--- src/rtl/vga_timing_gen_if.sv ---
// vga_timing_gen_if: raster position, blanking and sync outputs of the VGA timing generator
interface vga_timing_gen_if;
    logic [9:0] DrawX;
    logic [9:0] DrawY;
    logic       blank;
    logic       hs;
    logic       vs;
    logic       frame_start;
    modport master (output DrawX, DrawY, blank, hs, vs, frame_start);
    modport slave  (input  DrawX, DrawY, blank, hs, vs, frame_start);
endinterface

--- src/rtl/vga_timing_gen.sv ---
// vga_timing_gen: raster counters, blanking, frame pulse and delayed hs/vs for the VGA path
module vga_timing_gen #(
    parameter int H_ACTIVE   = 640,
    parameter int H_FP       = 16,
    parameter int H_SYNC     = 96,
    parameter int H_BP       = 48,
    parameter int V_ACTIVE   = 480,
    parameter int V_FP       = 10,
    parameter int V_SYNC     = 2,
    parameter int V_BP       = 33,
    parameter int SYNC_DELAY = 2
) (
    input  logic             vga_clk,
    input  logic             reset_n,
    vga_timing_gen_if.master vga_o
);
    localparam int H_TOTAL = H_ACTIVE + H_FP + H_SYNC + H_BP;
    localparam int V_TOTAL = V_ACTIVE + V_FP + V_SYNC + V_BP;
    localparam logic [9:0]  H_LAST = 10'(H_TOTAL - 1);
    localparam logic [9:0]  V_LAST = 10'(V_TOTAL - 1);
    localparam logic [10:0] H_VIS  = 11'(H_ACTIVE);
    localparam logic [10:0] V_VIS  = 11'(V_ACTIVE);
    localparam logic [10:0] HS_LO  = 11'(H_ACTIVE + H_FP);
    localparam logic [10:0] HS_HI  = 11'(H_ACTIVE + H_FP + H_SYNC);
    localparam logic [10:0] VS_LO  = 11'(V_ACTIVE + V_FP);
    localparam logic [10:0] VS_HI  = 11'(V_ACTIVE + V_FP + V_SYNC);

    if (H_TOTAL > 1024 || V_TOTAL > 1024) begin : g_bad_total
        $error("vga_timing_gen: H_TOTAL and V_TOTAL must not exceed 1024");
    end
    if (SYNC_DELAY < 0 || SYNC_DELAY > 7) begin : g_bad_delay
        $error("vga_timing_gen: SYNC_DELAY must be in 0..7");
    end

    logic [9:0]  hc_q, hc_d, vc_q, vc_d;
    logic        running_q;
    logic [10:0] hx, vx;
    logic        hs_raw, vs_raw;

    assign hx = {1'b0, hc_q};
    assign vx = {1'b0, vc_q};

    // Raster scan: counters hold until running, then wrap per line and per frame
    always_comb begin
        hc_d = !running_q ? hc_q : (hc_q == H_LAST) ? 10'd0 : hc_q + 10'd1;
        vc_d = (!running_q || hc_q != H_LAST) ? vc_q : (vc_q == V_LAST) ? 10'd0 : vc_q + 10'd1;
    end

    // Counter and run-flag registers; reset aborts the frame at the same edge
    always_ff @(posedge vga_clk) begin
        if (!reset_n) begin
            hc_q      <= '0;
            vc_q      <= '0;
            running_q <= 1'b0;
        end else begin
            hc_q      <= hc_d;
            vc_q      <= vc_d;
            running_q <= 1'b1;
        end
    end

    // Sync windows are held inactive until the raster is running
    assign hs_raw = !(running_q && hx >= HS_LO && hx < HS_HI);
    assign vs_raw = !(running_q && vx >= VS_LO && vx < VS_HI);

    assign vga_o.DrawX       = hc_q;
    assign vga_o.DrawY       = vc_q;
    assign vga_o.blank       = running_q && hx < H_VIS && vx < V_VIS;
    assign vga_o.frame_start = running_q && hc_q == 10'd0 && vc_q == 10'd0;

    if (SYNC_DELAY == 0) begin : g_nodelay
        assign vga_o.hs = hs_raw;
        assign vga_o.vs = vs_raw;
    end else begin : g_delay
        logic [SYNC_DELAY-1:0] hs_pipe_q, vs_pipe_q, hs_pipe_d, vs_pipe_d;
        assign hs_pipe_d = SYNC_DELAY'({hs_pipe_q, hs_raw});
        assign vs_pipe_d = SYNC_DELAY'({vs_pipe_q, vs_raw});
        // Sync delay line keeps hs/vs aligned with the renderers' registered colour
        always_ff @(posedge vga_clk) begin
            if (!reset_n) begin
                hs_pipe_q <= '1;
                vs_pipe_q <= '1;
            end else begin
                hs_pipe_q <= hs_pipe_d;
                vs_pipe_q <= vs_pipe_d;
            end
        end
        assign vga_o.hs = hs_pipe_q[SYNC_DELAY-1];
        assign vga_o.vs = vs_pipe_q[SYNC_DELAY-1];
    end
endmodule

--- src/flat_wrapper.sv ---
// flat-port wrapper written by rule: the top's interface ports become plain ports
module vga_timing_gen_flat 
#(
    parameter int H_ACTIVE   = 640,
    parameter int H_FP       = 16,
    parameter int H_SYNC     = 96,
    parameter int H_BP       = 48,
    parameter int V_ACTIVE   = 480,
    parameter int V_FP       = 10,
    parameter int V_SYNC     = 2,
    parameter int V_BP       = 33,
    parameter int SYNC_DELAY = 2
)
  (vga_clk, reset_n, vga_o_DrawX, vga_o_DrawY, vga_o_blank, vga_o_hs, vga_o_vs, vga_o_frame_start);
  vga_timing_gen_if vga_o_i ();
  input  logic vga_clk;
  input  logic reset_n;
  output wire logic [$bits(vga_o_i.DrawX)-1:0] vga_o_DrawX;
  output wire logic [$bits(vga_o_i.DrawY)-1:0] vga_o_DrawY;
  output wire logic [$bits(vga_o_i.blank)-1:0] vga_o_blank;
  output wire logic [$bits(vga_o_i.hs)-1:0] vga_o_hs;
  output wire logic [$bits(vga_o_i.vs)-1:0] vga_o_vs;
  output wire logic [$bits(vga_o_i.frame_start)-1:0] vga_o_frame_start;
  assign vga_o_DrawX = vga_o_i.DrawX;
  assign vga_o_DrawY = vga_o_i.DrawY;
  assign vga_o_blank = vga_o_i.blank;
  assign vga_o_hs = vga_o_i.hs;
  assign vga_o_vs = vga_o_i.vs;
  assign vga_o_frame_start = vga_o_i.frame_start;
  vga_timing_gen #(.H_ACTIVE(H_ACTIVE), .H_FP(H_FP), .H_SYNC(H_SYNC), .H_BP(H_BP), .V_ACTIVE(V_ACTIVE), .V_FP(V_FP), .V_SYNC(V_SYNC), .V_BP(V_BP), .SYNC_DELAY(SYNC_DELAY)) u_core (.vga_clk(vga_clk), .reset_n(reset_n), .vga_o(vga_o_i));
endmodule
--- config.mk ---
export PLATFORM = sky130hd
export DESIGN_NAME = vga_timing_gen_flat
export DESIGN_NICKNAME = d
export VERILOG_FILES = /design/src/rtl/vga_timing_gen_if.sv /design/src/rtl/vga_timing_gen.sv /design/src/flat_wrapper.sv
export SDC_FILE = /design/constraint.sdc
export NUM_CORES = 1
export LEC_CHECK = 0
export BUFFER_PORTS_ARGS = -buffer_cell sky130_fd_sc_hd__buf_2
export CAP_MARGIN = 10
export CORE_MARGIN = 1
export CORE_UTILIZATION = 45
export CTS_CLUSTER_SIZE = 28
export DETAILED_ROUTE_END_ITERATION = 6
export PLACE_DENSITY = 0.67
export SLEW_MARGIN = 10
export SYNTH_ARGS = -nofsm -noshare
export SYNTH_HDL_FRONTEND = slang
export SYNTH_SLANG_ARGS = --single-unit
export TNS_END_PERCENT = 10
--- constraint.sdc ---
create_clock -name vga_clk -period 2.5 [get_ports vga_clk]
set_input_delay 0.25 -clock vga_clk [delete_from_list [all_inputs] [get_ports vga_clk]]
set_output_delay 0.25 -clock vga_clk [all_outputs]
set_load 0.005 [all_outputs]
==> impl_metrics.ini, run 1 <==
[outcome]
status = completed

[global_routing]
first_global_vias = 1003
antenna_found_initial = 0
grt_max_degree = 16
grt_pass1_wl_um = 4550
grt_overflow_total = 0
grt_usage_pct = 21.3

[synthesis]
synthTopCellsByArea = dfxtp_1 (40%), xnor2_1 (7.6%), nor2_1 (4.2%)
ys_types = 40
avgSynthCellArea_um2 = 8.85
ys_async_sr_fraction_pct = 0
synthCells = 143
syn_area_mm2 = 0.00126
synth-edff-count = 0
yosysSeqAreaShare_pct = 39.6
synth_area_leader_cell = dfxtp_1
ys.flop_type = dfxtp_1
synth_nets = 149
synth.ff_latch_count = 25
synth_top_area_share_pct = 39.6
ys_warn_count = 0

[power_and_ir_drop]
p_leak_uw = 0.000565
p_per_area_mw_per_mm2 = 446
power_uw = 633
ir_drop_uv = 261

[placement]
globalplace.congestion = 0.785
port_buffers = 25
dpl.hpwl_um = 2010

[worst_setup_path]
crit_path_top_delay_cell = or4_4
cp_max_fo = 8
critPathMaxStageDelay_ps = 550
end_kind = register
start_kind = register
critPathTopFamily = simple AND/OR/NAND/NOR gates
path_class = register to register
crit_path_cell_trace = ha_1 > nand4_4 > or3_1 > or4_4 > a21oi_2
cp_num_buf_inv = 0
cp.required_ps = 2780
arrival_ps = 2400

[route]
postRouteAntennaNets = 0
drtIter0Drc = 44
firstDrtPassIters = 4
via_count = 1140
vias_per_cell = 5.82
drc = 0
routed_wl_um = 2780
wire_per_inst_um = 14.2

[finish]
utilization_pct = 55.3
fill_cells = 244
multi_input_area_um2 = 692
syn_to_final_growth_pct = 12.2
nets = 173
n_antenna_cell = 0
final-seq-area_um2 = 500
layout-drive-gt1-share_pct = 21.7

[clock_network]
clock_latency_ps = 330
cts_resized = 0
cts_inserted_buffers = 3
clock_path_buffers = 2
cts_sinks = 25
cts_hold_buf = 0
path_clk_slew_ps = 150
root_buffer = clkbuf_4
postCtsSetupBuffers = 0
htree_num_levels = 1
cts_tree = done

[sta]
maxSlewHeadroom_pct = 63.4
max_freq_mhz = 471
rsz0062_at_grt = false
skew_ps = 14.8
setup_viol = 0
fin_crit_sh_pct = 84.9
fin_crit_ps = 2120
tightest_slew_ps = 545
maxSlewViolCount = 0
hold_viol = 0
fin_tns_setup_ps = 0

[flow_run]
drv_cap = 0

[die]
rows = 18
die_area_mm2 = 0.00303
initial_utilization_pct = 49.3
coreArea_mm2 = 0.00257
boundaryPins = 26
die_y_um = 55.0
fp.dieW_um = 55.0

[worst_hold_path]
hold_path.class = input pin to register
[worst paths after layout]
kind,from,end,slack [ps],depth (start not counted)
worst min register to register,u_core.g_delay.vs_pipe_q[0],u_core.g_delay.vs_pipe_q[1],440,1
worst max register to register,u_core.vga_o.DrawX[0],u_core.vga_o.DrawY[5],380,5
worst max-delay path,u_core.vga_o.DrawX[0],u_core.vga_o.DrawY[5],380,5
worst min-delay path,reset_n,u_core.running_q,180,1
[cell families after synthesis]
logic type	synth area share (%)
xor+xnor	9.00
simple gates	34.2
buf+inv	5.74
fa+ha+maj	3.96
compound gates	6.73
mux	0.791
flops	39.6
[Yosys cell counts (3+ instances only)]
cell / count
a21oi_1: 3
and2_1: 3
buf_6: 3
clkbuf_1: 4
dfxtp_1: 25
ha_1: 4
inv_1: 5
nand2_1: 9
nand3_1: 9
nand4_1: 7
nand4b_1: 3
nor2_1: 14
nor3_1: 4
nor4_1: 5
o21ai_0: 5
xnor2_1: 11
[worst reg2reg max path: stages (launching register included)]
cell and delay, ps:
dfxtp_1 440, ha_1 260, nand4_4 170, or3_1 510, or4_4 560, a21oi_2 130
[state kept, by name (all words and copies together) (netlist names)]
signal,count
u_core.g_delay.hs_pipe_q,2
u_core.vga_o.DrawY,10
u_core.running_q,1
u_core.vga_o.DrawX,10
u_core.g_delay.vs_pipe_q,2
[per-stage QoR]
step                      instance area [um^2]  hold slack, ps  setup slack, ps  cells
after floorplan                           1260             278              513    143
after global placement                    1390             394              482    192
after detailed placement                  1390             412              415    192
after CTS                                 1420             171              383    196
after global routing                      1420             163              245    196
final                                     1420             184              378    196
[cell usage in the layout (no fill, tap or decap), types with 2 or more instances in the layout]
cell      instances
a21oi_1           3
and2_1            3
and3_1            2
and4_1            2
and4b_1           2
buf_2            25
buf_4             2
clkbuf_4          3
dfxtp_1          25
ha_1              4
inv_1             5
nand2_1           9
nand2b_1          2
nand3_1           9
nand4_1           7
nand4b_1          3
nor2_1           14
nor3_1            4
nor4_1            5
o21ai_0           5
xnor2_1          11
xor2_1            2
[metal layers]
layer / vias up / part of all wire, % / track usage (%)
li1: 555 / - / -
met1: 530 / 47 / 27.7
met2: 49 / 45 / 34.3
met3: 6 / 6.7 / 4.10
met4: 0 / 1.7 / 8.75
met5: - / 0 / 0
[where the power goes]
group / switching, uW / internal, uW / leakage [uW]
clock: 126 / 61.3 / 0.0000139
combinational: 19.9 / 16.3 / 0.000349
sequential: 5.96 / 403 / 0.000202
[layout make-up]
type,instances,area share [%]
clock buffers,3,1.59
clock inverters,1,0.529
inverters,5,1.32
multi-input cells,105,48.8
flip-flops and latches,25,35.3
well taps,30,2.65
repair buffers,27,9.88
Note: power is estimated with default switching activity, not from simulation.
==> run 2: changes to the inputs <==
- PLACE_DENSITY: 0.67 -> 0.69
- clock period: 2.5 -> 1.9 ns (I/O delays scaled with it)
==> impl_metrics.ini, run 2 (same netlist as run 1, synthesis figures left out) <==
[flow_run]
drv_cap = 0

[placement]
dpl.hpwl_um = 2190
port_buffers = 25
dp_slack_ps = 74.9
dp.cells = 200
globalplace.congestion = 0.870

[clock_network]
htree_num_levels = 1
postCtsSetupBuffers = 0
cts_hold_buf = 0
cts_sinks = 25
root_buffer = clkbuf_4
cts_inserted_buffers = 3
cts_tree = done
path_clk_slew_ps = 130
clock_latency_ps = 320
clock_path_buffers = 2

[sta]
rsz0062_at_grt = false
fin_crit_ps = 1790
hold_slack_ps = 126
fin_crit_sh_pct = 94.3
maxSlewHeadroom_pct = 71.9
maxSlewViolCount = 0
hold_viol = 0
setup_viol = 0
fin_tns_setup_ps = 0
skew_ps = 2.98
max_freq_mhz = 558
setup_ws_ps = 109
tightest_slew_ps = 418

[finish]
final_cells = 204
n_antenna_cell = 0
syn_to_final_growth_pct = 20.2
final_cell_mix = buf_2 (25), dfxtp_1 (19), nor2_1 (14)
layout-drive-gt1-share_pct = 32.2
utilization_pct = 59.2
layout_commonest_cell = buf_2
nets = 181

[power_and_ir_drop]
p_int_uw = 633
p_sw_uw = 194
p_seq_share_pct = 65.0
p_sw_share_pct = 23.5
p_leak_uw = 0.000629
ir_drop_uv = 465
p_per_area_mw_per_mm2 = 544
p_clk_share_pct = 28.8
combPwrFrac_pct = 6.2

[global_routing]
first_global_vias = 1010
grt_pass1_wl_um = 4700
antenna_found_initial = 0
grt_usage_pct = 21.9
grt_max_degree = 16
grt_overflow_total = 0

[worst_setup_path]
path_class = register to output pin
arrival_ps = 1600
end_kind = output pin
cp.required_ps = 1710
start_kind = register
cp_max_fo = 6
critPathLaunch = u_core.vga_o.DrawY[0]
r2r_start = u_core.vga_o.DrawX[0]

[route]
drc = 0
firstDrtPassIters = 4
postRouteAntennaNets = 0
wire_per_inst_um = 14.6
via_count = 1186
drtIter0Drc = 29
vias_per_cell = 5.81
routed_wl_um = 2980

[worst_hold_path]
hold_path.class = input pin to register
min_from = reset_n

[die]
initial_utilization_pct = 49.3
coreArea_mm2 = 0.00257
fp.dieW_um = 55.0
rows = 18
boundaryPins = 26
die_y_um = 55.0
die_area_mm2 = 0.00303

[outcome]
status = completed
## run 2: timing repair
item,in CTS,in global routing
cloned,0,0
resized for setup,3,7
setup endpoints to repair,1,3
hold endpoints to repair,0,0
pin swaps,0,1
## run 2: worst paths after layout
check,end,slack [ps],cells after the start
worst min-delay path,u_core.running_q,130,1
worst min register to register,u_core.g_delay.vs_pipe_q[1],420,1
worst max register to register,u_core.vga_o.DrawY[5],120,5
worst max-delay path,vga_o_frame_start,110,7
## run 2: worst max-delay path, cell delays in order, from the launching register on
cell and delay (ps):
dfxtp_2 360, buf_4 150, inv_1 70, ha_1 160, nor2b_4 160, nand4_1 100, nor3_2 150, buf_2 140
## run 2: layout make-up
| class | instances | area (um^2) |
|---|---|---|
| repair buffers | 35 | 200 |
| flip-flops and latches | 25 | 510 |
| inverters | 5 | 18.8 |
| fillers | 243 | 1050 |
| well taps | 30 | 37.5 |
| clock buffers | 3 | 22.5 |
| multi-input cells | 105 | 726 |
| clock inverters | 1 | 5.00 |
## run 2: power by group through the flow
stage	Combinational, uW	Clock [uW]	Sequential (uW)
floorplan	30.7	0	549
global placement	48.3	0	550
detailed placement	49.3	0	551
CTS	51.3	245	539
global route	57.2	270	539
finish	51.4	238	538
## run 2: stage by stage
stage,power [uW],area [um^2]
floorplan,579,1270
global placement,598,1460
detailed placement,600,1460
CTS,836,1500
global route,867,1520
finish,827,1520
## run 2: per-layer routing
metal  vias to the layer above  share of wire [%]  GRT usage, %
met2                        35                 51          37.8
met3                         2                4.8          2.46
met5                         -                  0             0
met1                       574                 43          28.0
li1                        575                  -             -
met4                         0               0.87          7.92
